`config.mk`:
```
export PLATFORM = sky130hd
export DESIGN_NAME = nout_serializer
export DESIGN_NICKNAME = d
export VERILOG_FILES = /design/src/rtl/nout_serializer.sv
export SDC_FILE = /design/constraint.sdc
export NUM_CORES = 1
export LEC_CHECK = 0
export ABC_AREA = 1
export BUFFER_PORTS_ARGS = -buffer_cell sky130_fd_sc_hd__buf_4
export CORE_ASPECT_RATIO = 0.8
export CORE_MARGIN = 5
export CORE_UTILIZATION = 40
export DETAILED_ROUTE_END_ITERATION = 12
export PLACE_DENSITY_LB_ADDON = 0.3
export SLEW_MARGIN = 10
export SYNTH_ARGS = -nofsm -noshare
export SYNTH_HDL_FRONTEND = slang
export SYNTH_SLANG_ARGS = --single-unit
```
`constraint.sdc`:
```
create_clock -name clk -period 4.6 [get_ports clk]
set_clock_uncertainty 0.05 [all_clocks]
set_input_delay 0.92 -clock clk [delete_from_list [all_inputs] [get_ports clk]]
set_output_delay 0.92 -clock clk [all_outputs]
set_load 0.1 [all_outputs]
```
`src/rtl/nout_serializer.sv`:
```
// nout_serializer: buffers 51-bit accumulator result words in a small FIFO
// and streams each one out as four 16-bit beats over a valid/ready interface.
// Beat 0 carries the low bits. Beat 3 carries the top 3 bits, zero-extended.
module nout_serializer #(
    parameter int DEPTH  = 2,
    parameter int BEAT_W = 16
) (
    input  logic              clk,
    input  logic              rstn,
    input  logic [50:0]       nout,
    input  logic              cap,
    output logic [BEAT_W-1:0] dout,
    output logic              dout_valid,
    input  logic              dout_ready,
    output logic              dout_last,
    output logic              full,
    output logic              ovf,
    input  logic              clr_ovf
);

    localparam int PW = (DEPTH > 1) ? $clog2(DEPTH) : 1;
    localparam int CW = PW + 1;
    localparam logic [CW-1:0] DEPTH_C = CW'(DEPTH);

    typedef enum logic {
        S_IDLE,
        S_SEND
    } state_t;

    logic [50:0]       r_mem [DEPTH];
    logic [PW-1:0]     r_wrPtr;
    logic [PW-1:0]     r_rdPtr;
    logic [CW-1:0]     r_count;
    logic [1:0]        r_beat;
    state_t            r_state;
    logic [BEAT_W-1:0] r_dout;
    logic              r_doutValid;
    logic              r_doutLast;
    logic              r_full;
    logic              r_ovf;

    logic              w_hs;
    logic              w_pop;
    logic              w_write;
    logic              w_drop;
    logic [PW-1:0]     w_wrPtrNext;
    logic [PW-1:0]     w_rdPtrNext;
    logic [CW-1:0]     w_countNext;
    logic [1:0]        w_beatNext;
    logic              w_sendNext;
    logic [50:0]       w_headNext;
    logic [BEAT_W-1:0] w_beatData;

    // A full buffer can still take a capture when the head word leaves in the same cycle.
    assign w_hs    = (r_state == S_SEND) && dout_ready;
    assign w_pop   = w_hs && (r_beat == 2'd3);
    assign w_write = cap && ((r_count != DEPTH_C) || w_pop);
    assign w_drop  = cap && !w_write;

    // Next-cycle pointers, occupancy, beat index and head word.
    // The registered outputs are loaded from these values, so a fresh word shows up one cycle after capture.
    always_comb begin
        w_wrPtrNext = r_wrPtr;
        w_rdPtrNext = r_rdPtr;
        w_countNext = r_count;
        w_beatNext  = r_beat;
        if (w_write) begin
            w_wrPtrNext = r_wrPtr + 1'b1;
        end
        if (w_pop) begin
            w_rdPtrNext = r_rdPtr + 1'b1;
        end
        case ({w_write, w_pop})
            2'b10:   w_countNext = r_count + 1'b1;
            2'b01:   w_countNext = r_count - 1'b1;
            default: w_countNext = r_count;
        endcase
        if (w_hs) begin
            w_beatNext = r_beat + 2'd1;
        end
        w_sendNext = (w_countNext != '0);
        // When the word being written is the only one left, the memory slot is not readable yet.
        if (w_write && (w_countNext == CW'(1))) begin
            w_headNext = nout;
        end else begin
            w_headNext = r_mem[w_rdPtrNext];
        end
    end

    // Select the 16-bit slice of the next head word for the next beat.
    always_comb begin
        w_beatData = '0;
        case (w_beatNext)
            2'd0:    w_beatData = w_headNext[15:0];
            2'd1:    w_beatData = w_headNext[31:16];
            2'd2:    w_beatData = w_headNext[47:32];
            default: w_beatData = {13'b0, w_headNext[50:48]};
        endcase
    end

    // FIFO storage needs no reset. Stale entries are never presented, because occupancy gates every read.
    always_ff @(posedge clk) begin
        if (w_write) begin
            r_mem[r_wrPtr] <= nout;
        end
    end

    // Output FSM, FIFO bookkeeping and registered outputs.
    always_ff @(posedge clk or negedge rstn) begin
        if (!rstn) begin
            r_state     <= S_IDLE;
            r_wrPtr     <= '0;
            r_rdPtr     <= '0;
            r_count     <= '0;
            r_beat      <= 2'd0;
            r_dout      <= '0;
            r_doutValid <= 1'b0;
            r_doutLast  <= 1'b0;
            r_full      <= 1'b0;
            r_ovf       <= 1'b0;
        end else begin
            r_wrPtr <= w_wrPtrNext;
            r_rdPtr <= w_rdPtrNext;
            r_count <= w_countNext;
            r_beat  <= w_beatNext;
            case (r_state)
                S_IDLE: begin
                    if (w_sendNext) begin
                        r_state <= S_SEND;
                    end
                end
                default: begin
                    if (!w_sendNext) begin
                        r_state <= S_IDLE;
                    end
                end
            endcase
            r_doutValid <= w_sendNext;
            r_dout      <= w_sendNext ? w_beatData : '0;
            r_doutLast  <= w_sendNext && (w_beatNext == 2'd3);
            r_full      <= (w_countNext == DEPTH_C);
            if (w_drop) begin
                r_ovf <= 1'b1;
            end else if (clr_ovf) begin
                r_ovf <= 1'b0;
            end
        end
    end

    assign dout       = r_dout;
    assign dout_valid = r_doutValid;
    assign dout_last  = r_doutLast;
    assign full       = r_full;
    assign ovf        = r_ovf;

endmodule

```
==> impl_metrics.prom <==
# TYPE chip_impl_metric gauge
chip_impl_metric{name="dr.first_iter.drc_count",unit=""} 366
chip_impl_metric{name="number_of_hold_repair_buffers_added_at_the_cts_stage",unit=""} 0
chip_impl_metric{name="power_switching_share",unit="%"} 44.9
chip_impl_metric{name="clk-insertion-delay-late",unit="ns"} 0.41
chip_impl_info{name="critPathLaunch",value="dout_ready"} 1
chip_impl_metric{name="dp_hpwl",unit="µm"} 9250
chip_impl_metric{name="power.share.combinational",unit="%"} 45.6
chip_impl_info{name="worst_path_max_delay_cell",value="buf_4"} 1
chip_impl_metric{name="insertedDiodeCount",unit=""} 0
chip_impl_metric{name="power.static_leakage",unit="nW"} 3.51
chip_impl_info{name="cp_cell_sequence",value="buf_4 -> nand3_2 -> nand2_1 -> inv_1 -> nor2_1 -> inv_1 -> ha_1 -> inv_1 -> nand2_1 -> nand2_1 -> nand3_2 -> nor2_4 -> buf_4 -> nand2_1 -> nand2_1 -> nor2_1 -> nor2_1 -> nor2_1"} 1
chip_impl_metric{name="final.fill_count",unit=""} 1403
chip_impl_metric{name="drt.antenna.violating_nets",unit=""} 0
chip_impl_metric{name="grt_pass1_wl",unit="µm"} 23500
chip_impl_metric{name="syn_inst",unit=""} 674
chip_impl_metric{name="wl",unit="µm"} 14400
chip_impl_metric{name="final_net_count",unit=""} 810
chip_impl_metric{name="dp_cells",unit=""} 922
chip_impl_metric{name="initial_core_util",unit="%"} 40.4
chip_impl_metric{name="pwr_density",unit="nW/µm²"} 747
chip_impl_metric{name="h-tree-depth",unit=""} 4
chip_impl_metric{name="globalRouteOverflowTotal",unit=""} 0
chip_impl_metric{name="report.final.hold_viol_count",unit=""} 0
chip_impl_metric{name="power.sequential.fraction",unit="%"} 31.2
chip_impl_metric{name="area_growth_syn_to_layout",unit="%"} 21.1
chip_impl_metric{name="syn-mean-instance-area",unit="µm²"} 8.94
chip_impl_metric{name="warning_count_from_the_yosys_run",unit=""} 0
chip_impl_metric{name="crit_required",unit="ns"} 4.84
chip_impl_info{name="critical_path.reg2reg.startpoint",value="r_beat[0]"} 1
chip_impl_info{name="rsz0062_at_grt",value="false"} 1
chip_impl_metric{name="timing.critical_path.fanout_max",unit=""} 48
chip_impl_metric{name="post_layout_nonfiller_instances",unit=""} 954
chip_impl_metric{name="synth_seq_cells",unit=""} 128
chip_impl_metric{name="period_share",unit="%"} 70.0
chip_impl_metric{name="worst-r2r-setup-slack",unit="ns"} 1.41
chip_impl_info{name="synthTopCellsByCount",value="nand2_1 (252), inv_1 (107), edfxtp_1 (102)"} 1
chip_impl_info{name="root_cell_of_the_clock_tree",value="clkbuf_16"} 1
chip_impl_info{name="holdCritPathClass",value="input port to async pin"} 1
chip_impl_metric{name="report.final.setup_viol",unit=""} 0
chip_impl_metric{name="syn_nets",unit=""} 732
chip_impl_metric{name="groute.usage.overall",unit="%"} 17.0
chip_impl_info{name="rr_endpoint",value="dout[13]"} 1
chip_impl_metric{name="maxCapViolCount",unit=""} 0
chip_impl_metric{name="max_slew.worst_pin.slew",unit="ns"} 0.773
chip_impl_info{name="cp-start-kind",value="input port"} 1
chip_impl_metric{name="ir_worst_vdd",unit="mV"} 0.428
chip_impl_metric{name="port_buffers",unit=""} 75
chip_impl_metric{name="post_layout_min_period",unit="ns"} 3.22
chip_impl_metric{name="achievable-frequency",unit="GHz"} 0.310
chip_impl_metric{name="syn-cell-area",unit="µm²"} 6030
chip_impl_info{name="synth_largest_area_cell",value="edfxtp_1"} 1
chip_impl_info{name="crit_path_kind",value="input port to flop"} 1
chip_impl_info{name="critical-path-top-cell-by-count",value="nand2_1"} 1
chip_impl_metric{name="cpPeakStageDelay",unit="ns"} 0.43
chip_impl_metric{name="post_route_cells_drive_above_1_share",unit="%"} 17.3
chip_impl_metric{name="quantity_of_gates_resized_following_cts",unit=""} 0
chip_impl_metric{name="vias_post_dr",unit=""} 4582
chip_impl_metric{name="dpl-instance-area",unit="µm²"} 6740
chip_impl_metric{name="core_region_area",unit="µm²"} 14900
chip_impl_metric{name="post_synth_edffs",unit=""} 102
chip_impl_metric{name="area_of_the_die",unit="µm²"} 17600
chip_impl_metric{name="fp-row-count",unit=""} 40
chip_impl_metric{name="cts_made_buffers",unit=""} 17
chip_impl_metric{name="die_width",unit="µm"} 147
chip_impl_metric{name="worst_setup_hold_path_clk_slew",unit="ns"} 0.06
chip_impl_metric{name="area_of_the_multi_input_gates",unit="µm²"} 1740
chip_impl_metric{name="synth_sequential_area_ratio",unit="%"} 61.6
chip_impl_metric{name="globalplace.congestion",unit=""} 0.841
chip_impl_info{name="outcome",value="complete, no violations"} 1
chip_impl_metric{name="fin_tns_setup",unit="ns"} 0
chip_impl_info{name="most_common_cell_in_the_synthesized_netlist",value="nand2_1"} 1
chip_impl_metric{name="worstPathArrival",unit="ns"} 3.47
chip_impl_info{name="setup.worst_path.end_class",value="flop"} 1
chip_impl_metric{name="area_share_of_the_leading_cell_type_in_the_synthesized_netlist",unit="%"} 50.8
chip_impl_info{name="postSynth.topFlopCell",value="edfxtp_1"} 1
chip_impl_metric{name="netSwitchingPower",unit="mW"} 2.45
chip_impl_metric{name="seq_area",unit="µm²"} 3710
chip_impl_metric{name="clockBufferDepth",unit=""} 2
chip_impl_metric{name="internal-power",unit="mW"} 3.00
chip_impl_metric{name="r2r.worst_path.cells",unit=""} 18
chip_impl_metric{name="part_of_the_total_power_dissipated_in_the_clock_network",unit="%"} 23.3
chip_impl_info{name="critical_path.endpoint",value="dout[13]"} 1
chip_impl_info{name="cts_tree",value="yes"} 1
chip_impl_metric{name="die-height",unit="µm"} 120
chip_impl_metric{name="timing.max_slew.rel_slack",unit="%"} 48.5
chip_impl_info{name="yosys-top-cells-area",value="edfxtp_1 (51%), nand2_1 (16%), dfrtp_1 (11%), inv_1 (6.7%), nand3_1 (6.0%)"} 1
chip_impl_metric{name="tritoncts_num_sinks",unit=""} 128
chip_impl_metric{name="post-route-drc-count",unit=""} 0
chip_impl_metric{name="asyncSetResetFlopFracSynth",unit="%"} 20.3
chip_impl_metric{name="slew_violations",unit=""} 0
chip_impl_metric{name="grt_antenna_before_repair",unit=""} 0
chip_impl_metric{name="vias_per_cell",unit=""} 4.80
chip_impl_metric{name="final_area",unit="µm²"} 7300
chip_impl_metric{name="detailedRoute.firstPassIterationCount",unit=""} 5
chip_impl_metric{name="post_cts.repair.setup_buffers",unit=""} 0
chip_impl_metric{name="grt_start_max_net_pins",unit=""} 53
chip_impl_metric{name="route.detailed.wl_per_inst",unit="µm"} 15.1
chip_impl_metric{name="yosysUniqueCellTypes",unit=""} 21
chip_impl_metric{name="top_level_ports",unit=""} 76
chip_impl_metric{name="vias_in_the_first_global_route",unit=""} 4616
==> flip-flops by register name (all words and copies together), names as in the netlist <==
name and flops:
full 1, dout 16, r_rdPtr 1, dout_valid 1, r_mem 102, r_wrPtr 1
r_count 2, ovf 1, r_beat 2, dout_last 1
==> per-layer routing <==
metal  vias up  GRT usage [%]  share of wire, %
met1      2167           22.0                44
met5         -              0                 0
met3        20           4.83               5.4
li1       2263              -                 -
met2       132           27.6                48
met4         0           6.11               2.2
==> placed cells by master (no fill, tap or decap) <==
master | Yosys | final
a21oi_1 | 3 | 3
buf_4 | 4 | 85
bufinv_16 | 0 | 1
clkbuf_1 | 3 | 1
clkbuf_16 | 0 | 17
clkinv_2 | 0 | 1
clkinv_4 | 0 | 3
clkinvlp_4 | 0 | 5
dfrtp_1 | 26 | 26
edfxtp_1 | 102 | 102
ha_1 | 2 | 2
inv_1 | 107 | 107
inv_2 | 2 | 2
inv_6 | 0 | 4
nand2_1 | 252 | 252
nand2_2 | 5 | 5
nand3_1 | 72 | 72
nand3_2 | 3 | 3
nand4_1 | 1 | 1
nor2_1 | 61 | 59
nor2_2 | 1 | 1
nor2_4 | 3 | 5
o21ai_0 | 7 | 7
o22ai_1 | 1 | 1
==> power groups by stage <==
stage / Clock (mW) / Sequential [mW] / Combinational (mW)
CTS: 1.29 / 1.70 / 2.51
detailed placement: 0 / 1.72 / 2.50
finish: 1.27 / 1.70 / 2.48
floorplan: 0 / 2.14 / 1.47
global placement: 0 / 1.71 / 2.45
global route: 1.35 / 1.72 / 2.77
==> stage by stage <==
stage          power, mW  hold slack, ns  utilization [%]  worst slack, ns
3_5_place_dp        4.22           0.486             45.2            0.985
6_report            5.45           0.367             48.9             1.38
4_1_cts             5.50           0.381             48.9             1.40
5_1_grt             5.84           0.390             48.9             1.10
3_3_place_gp        4.16           0.486             45.2             1.22
2_1_floorplan       3.61           0.454                -            0.388
==> cell type report <==
cell class,count,share of cell area [%]
Tap cell,189,3.24
Clock inverter,14,1.83
Clock buffer,18,5.88
Timing Repair Buffer,85,8.74
Inverter,109,5.61
Sequential cell,128,50.9
Multi-Input combinational cell,411,23.8
==> critical path: cells and delay by family <==
family,cells,cell delay (ns)
fa+ha+maj,1,0.33
simple gates,12,1.31
buf+inv,5,0.86
==> kinds of logic (layout without fill, tap and decap cells) <==
family	after synthesis	count (layout)	synth area share (%)
AND/OR/NAND/NOR	398	398	27.3
adder cells (fa/ha/maj)	2	2	0.415
buffers and inverters	135	226	9.76
flip-flops	128	128	61.6
AO/OA/AOI/OAI	11	11	0.934
==> worst min path at each step <==
stage	from	endpoint	slack, ns	cells past startpoint
6_report	rstn	dout_last	0.37	1
5_1_grt	rstn	dout_last	0.39	1
4_1_cts	rstn	r_rdPtr	0.38	1
3_5_place_dp	ovf	ovf	0.49	2
3_3_place_gp	ovf	ovf	0.49	2
2_1_floorplan	r_wrPtr	r_wrPtr	0.45	2
Note: power is estimated with default switching activity, not from simulation.
